### src/rtl/rename_regfile_pkg.sv
// rename_regfile_pkg: shared widths and the ROB tag type for the rename register file, ROB, RS and decoder.
package rename_regfile_pkg;
  localparam int RF_XLEN      = 32;
  localparam int RF_NREG      = 32;
  localparam int RF_AW        = $clog2(RF_NREG);
  localparam int RF_ROB_DEPTH = 16;
  localparam int RF_TW        = $clog2(RF_ROB_DEPTH);
  typedef logic [RF_TW-1:0] rob_tag_t;
endpackage

### src/rtl/rename_regfile_rf_read_port.sv
// rf_read_port: one combinational register lookup; with RENAME_BYPASS_EN a matching commit is forwarded.
module rf_read_port
  import rename_regfile_pkg::*;
#(
  parameter int XLEN = RF_XLEN,
  parameter int NREG = RF_NREG,
  parameter int AW   = RF_AW,
  parameter int TW   = RF_TW
) (
  input  logic [AW-1:0]              rd_addr,
  input  logic [NREG-1:0][XLEN-1:0]  reg_val,
  input  logic [NREG-1:0]            reg_busy,
  input  logic [NREG-1:0][TW-1:0]    reg_tag,
`ifdef RENAME_BYPASS_EN
  input  logic                       cmt_fire,
  input  logic [AW-1:0]              cmt_rd,
  input  logic [TW-1:0]              cmt_tag,
  input  logic [XLEN-1:0]            cmt_val,
`endif
  output logic [XLEN-1:0]            rd_val,
  output logic                       rd_busy,
  output logic [TW-1:0]              rd_tag
);
`ifdef RENAME_BYPASS_EN
  logic w_hit;
  assign w_hit   = cmt_fire && rd_addr != '0 && cmt_rd == rd_addr &&
                   reg_busy[rd_addr] && reg_tag[rd_addr] == cmt_tag;
  assign rd_val  = w_hit ? cmt_val : reg_val[rd_addr];
  assign rd_busy = !w_hit && reg_busy[rd_addr];
`else
  assign rd_val  = reg_val[rd_addr];
  assign rd_busy = reg_busy[rd_addr];
`endif
  assign rd_tag  = reg_tag[rd_addr];
endmodule

### src/rtl/rename_regfile.sv
// rename_regfile: architectural values plus busy/tag rename state, NRD combinational read ports.
// Define RENAME_BYPASS_EN to forward a same-cycle commit to matching readers.
module rename_regfile
  import rename_regfile_pkg::*;
#(
  parameter int XLEN      = RF_XLEN,
  parameter int NREG      = RF_NREG,
  parameter int ROB_DEPTH = RF_ROB_DEPTH,
  parameter int NRD       = 2,
  localparam int AW       = $clog2(NREG),
  localparam int TW       = $clog2(ROB_DEPTH)
) (
  input  logic                 clk,
  input  logic                 rst,
  input  logic                 rdy,
  input  logic                 rollback,
  input  logic [NRD*AW-1:0]    rd_addr,
  output logic [NRD*XLEN-1:0]  rd_val,
  output logic [NRD-1:0]       rd_busy,
  output logic [NRD*TW-1:0]    rd_tag,
  input  logic                 iss_en,
  input  logic [AW-1:0]        iss_rd,
  input  logic [TW-1:0]        iss_tag,
  input  logic                 cmt_en,
  input  logic [AW-1:0]        cmt_rd,
  input  logic [TW-1:0]        cmt_tag,
  input  logic [XLEN-1:0]      cmt_val
);
  logic [NREG-1:0][XLEN-1:0] r_val;
  logic [NREG-1:0]           r_busy;
  logic [NREG-1:0][TW-1:0]   r_tag;
  logic                      w_iss;
  logic                      w_cmt;
  logic                      w_clr;
  assign w_iss = iss_en && iss_rd != '0;
  assign w_cmt = cmt_en && cmt_rd != '0;
  // a same-cycle issue to the committing register keeps it renamed
  assign w_clr = w_cmt && r_tag[cmt_rd] == cmt_tag && !(w_iss && iss_rd == cmt_rd);
  always_ff @(posedge clk) begin
    if (rst) begin
      r_val  <= '0;
      r_busy <= '0;
      r_tag  <= '0;
    end else if (rdy) begin
      if (w_cmt) r_val[cmt_rd] <= cmt_val;
      if (rollback) begin
        r_busy <= '0;
        r_tag  <= '0;
      end else begin
        if (w_clr) r_busy[cmt_rd] <= 1'b0;
        if (w_iss) begin
          r_busy[iss_rd] <= 1'b1;
          r_tag[iss_rd]  <= iss_tag;
        end
      end
    end
  end
  for (genvar k = 0; k < NRD; k++) begin : g_rd
    rf_read_port #(.XLEN(XLEN), .NREG(NREG), .AW(AW), .TW(TW)) u_port (
      .rd_addr  (rd_addr[k*AW +: AW]),
      .reg_val  (r_val),
      .reg_busy (r_busy),
      .reg_tag  (r_tag),
`ifdef RENAME_BYPASS_EN
      .cmt_fire (rdy && cmt_en),
      .cmt_rd   (cmt_rd),
      .cmt_tag  (cmt_tag),
      .cmt_val  (cmt_val),
`endif
      .rd_val   (rd_val[k*XLEN +: XLEN]),
      .rd_busy  (rd_busy[k]),
      .rd_tag   (rd_tag[k*TW +: TW])
    );
  end
endmodule

### config.mk
export PLATFORM = sky130hd
export DESIGN_NAME = rename_regfile
export DESIGN_NICKNAME = d
export VERILOG_FILES = /design/src/rtl/rename_regfile_pkg.sv /design/src/rtl/rename_regfile_rf_read_port.sv /design/src/rtl/rename_regfile.sv
export SDC_FILE = /design/constraint.sdc
export NUM_CORES = 2
export LEC_CHECK = 0
export ABC_CLOCK_PERIOD_IN_PS = 4950
export CELL_PAD_IN_SITES_DETAIL_PLACEMENT = 1
export CELL_PAD_IN_SITES_GLOBAL_PLACEMENT = 2
export CORE_UTILIZATION = 41
export DETAILED_ROUTE_END_ITERATION = 8
export PLACE_DENSITY = 0.79
export SLEW_MARGIN = 25
export SYNTH_ARGS = -nofsm -noshare
export SYNTH_HDL_FRONTEND = slang
export SYNTH_SLANG_ARGS = --single-unit
### constraint.sdc
create_clock -name clk -period 4.95 [get_ports clk]
set_input_delay 0.99 -clock clk [delete_from_list [all_inputs] [get_ports clk]]
set_output_delay 0.99 -clock clk [all_outputs]
set_load 0.02 [all_outputs]
==> qor.txt <==
=================================================================================
FF+latch count, synth ..............................................         1184
Fraction of synthesis flops using an asynchronous set or reset pin .           0%
Number of detailed-routing iterations run before antenna repair ....            5
Portion of the post-synthesis area used by sequential elements .....        38.9%
TritonCTS clock tree ...............................................         done
Data arrival time of the critical path .............................      3680 ps
Via Count ..........................................................        54085
Y dimension of the die .............................................       387 um
Outcome ............................................................    completed
Critical path required time ........................................      3960 ps
Std-Cell Core Area ................................................. 148000 sq um
Lkg Pwr ............................................................      22.8 nW
Antenna violations before repair ...................................            7
Area fraction of the dominant cell type after synthesis ............        38.9%
Number of H-tree levels ............................................            4
Per-cell via count in the routed design ............................         6.48
Wire length per cell ...............................................      31.7 um
Setup Skew .........................................................      21.8 ps
Total length of routed wires .......................................    265000 um
Die Outline Area ................................................... 150000 sq um
CTS resizes ........................................................            0
Number of cells on the worst hold path .............................            2
Effective utilization at floorplan .................................        41.3%
Kind of end point of the critical path .............................  output port
Number of placed I/O pins ..........................................          140
Kind of start point of the critical path ........................... primary input
Port buffer count ..................................................          139
Post-route fraction of the period consumed by the critical path ....        94.4%
Count of flip-flops with a built-in enable after synthesis .........            0
Top cell types by occurrence after synthesis ....................... nand2_1, dfxtp_1, a21oi_1
Fraction of layout instances using a drive strength above 1 ........        22.5%
YS warnings ........................................................            0
Cell variety after synth ...........................................           49
Number of buffers inserted during clock tree synthesis .............          143
Cell taking the most area after synthesis ..........................      dfxtp_1
Count of pins over their slew limit ................................            0
Number of buffers inserted to repair setup after CTS ...............            0
FILL cells .........................................................        16208
Remaining routing DRC violations ...................................            0
Overall routing resource usage .....................................        34.8%
Final-layout setup total negative slack ............................         0 ps
Class of the most critical hold timing path ........................ register to register
Overflow after GRT .................................................            0
Number of failing hold endpoints at the final stage ................            0
Final Setup Violations .............................................            0
Max-Cap Viols ......................................................            0
Clock Sink Count ...................................................         1184
ANT nets after route ...............................................            0
Sum of net half-perimeters after detailed placement ................    164000 um
Post-CTS Hold Fix Bufs .............................................            0
Syn avg cell area ..................................................   9.55 sq um
Worst max-slew margin expressed relative to the limit ..............        21.5%
Min Tclk post-route ................................................      4670 ps
Maximum clock path buffer count ....................................            3
R2R setup slack ....................................................      2040 ps
First-pass GRT wire length .........................................    382000 um
Width of the die ...................................................       387 um
Maximum fanout along the worst path ................................           21
Clock slew at reported path FFs ....................................        50 ps
Layout overhead on the synthesized area ............................        15.7%
Pin count of the biggest net entering global routing ...............          187
Setup repair after global routing missed its margin ................           no
Drt first-iter violations ..........................................         6406
Power density over the cells .......................................  315 nW/um^2
Clock root buffer master ...........................................    clkbuf_16
Path type of the worst setup path .................................. primary input to output port
Most used flip-flop cell after synthesis ...........................      dfxtp_1
Peak VDD IR ........................................................       333 uV
Main area contributors after synthesis ............................. dfxtp_1, mux4_2, nand2_1
Net count after synthesis ..........................................         6443
Most instantiated library cell after synthesis .....................      nand2_1
Final net count ....................................................         6367
Maximum achievable frequency .......................................      214 MHz
Sum of internal, switching and leakage power .......................      22.2 mW
# rows .............................................................          141
Worst-Skew Late Latency ............................................       800 ps
Cells on worst reg2reg path ........................................            8
Syn Inst Count .....................................................         6377
Vias in the first global route .....................................        53913
Netlist Area Pre-Place .............................................  60900 sq um
Last weighted congestion value of the routability-driven placer ....        0.955
Transition time at the pin with the least slew margin ..............      1180 ps
=================================================================================
-- layout by cell type, fill, tap and decap left out, types with 5 or more instances in the layout --
cell type        count
mux2i_1             64
nor2_4              33
mux4_2             740
nand2_2             31
dfxtp_1           1184
nor2_1             171
clkdlybuf4s50_1    110
clkbuf_8            27
buf_12              96
bufinv_16           12
buf_8                5
clkbuf_16          145
a22o_1              27
buf_2               10
a21oi_1           1044
a22oi_1             68
nor2b_1             40
clkinv_2            21
nor4_1               7
nand2_1           2001
o21ai_0             27
nor3_1              32
mux2_2              74
a21oi_2             10
buf_4              208
a32oi_1             48
o22ai_1             32
nand2b_1             8
inv_6               10
xnor2_1              8
a31oi_1              8
and2_1              14
clkbuf_1            37
or4bb_1              6
-- kinds of logic after synthesis --
kind of cell    synth area share [%]
xor+xnor                       0.115
compound gates                  11.4
buf+inv                         4.45
mux                             29.8
simple gates                    15.3
flops                           38.9
-- where the power goes --
group	internal [mW]	switching, mW
clock network	6.44	4.50
registers	9.57	0.0295
logic	0.553	1.08
-- area by class of cell --
class	instances	area, sq um	share of cell area [%]
Multi-Input combinational cell	4539	34800	49.4
Sequential cell	1184	23700	33.6
Timing Repair Buffer	433	4750	6.75
Clock buffer	209	4140	5.87
Tap cell	1930	2410	3.43
Clock inverter	48	633	0.898
Antenna cell	2	5.00	0.00710
-- layer usage --
layer	vias to the layer above	part of all wire [%]	GRT usage, %
met5	-	0.013	0
met1	28028	40	47.4
met4	6	4.4	14.3
met3	614	9.7	7.20
met2	2821	45	54.0
li1	22616	-	-
-- state kept, by name, summed over array words and instances (netlist names) --
signal	flops
r_val	1024
r_tag	128
r_busy	32
-- worst max-delay path: stages --
cell and delay (ps):
buf_8 290, buf_12 230, buf_12 170, mux4_2 510, mux4_2 510, mux2_2 340, clkdlybuf4s50_1 560
-- path summary, 6_finish.rpt --
check	start	end
hold / removal	r_val[998]	r_val[998]
hold reg to reg	r_val[998]	r_val[998]
setup / recovery	rd_addr[5]	rd_val[33]
setup reg to reg	r_tag[25]	r_busy[1]
-- stage by stage --
stage / cells / utilization [%] / cell area (sq um) / setup slack [ps] / hold slack (ps)
after floorplan: 6377 / - / 60900 / 815 / 443
after global placement: 8086 / 44.5 / 65700 / 329 / 448
after detailed placement: 8086 / 44.5 / 65700 / 319 / 460
after CTS: 8343 / 47.7 / 70500 / 302 / 468
after global routing: 8344 / 47.7 / 70500 / 237 / 484
final: 8345 / 47.7 / 70500 / 277 / 465
(Power assumes the default switching activity.)
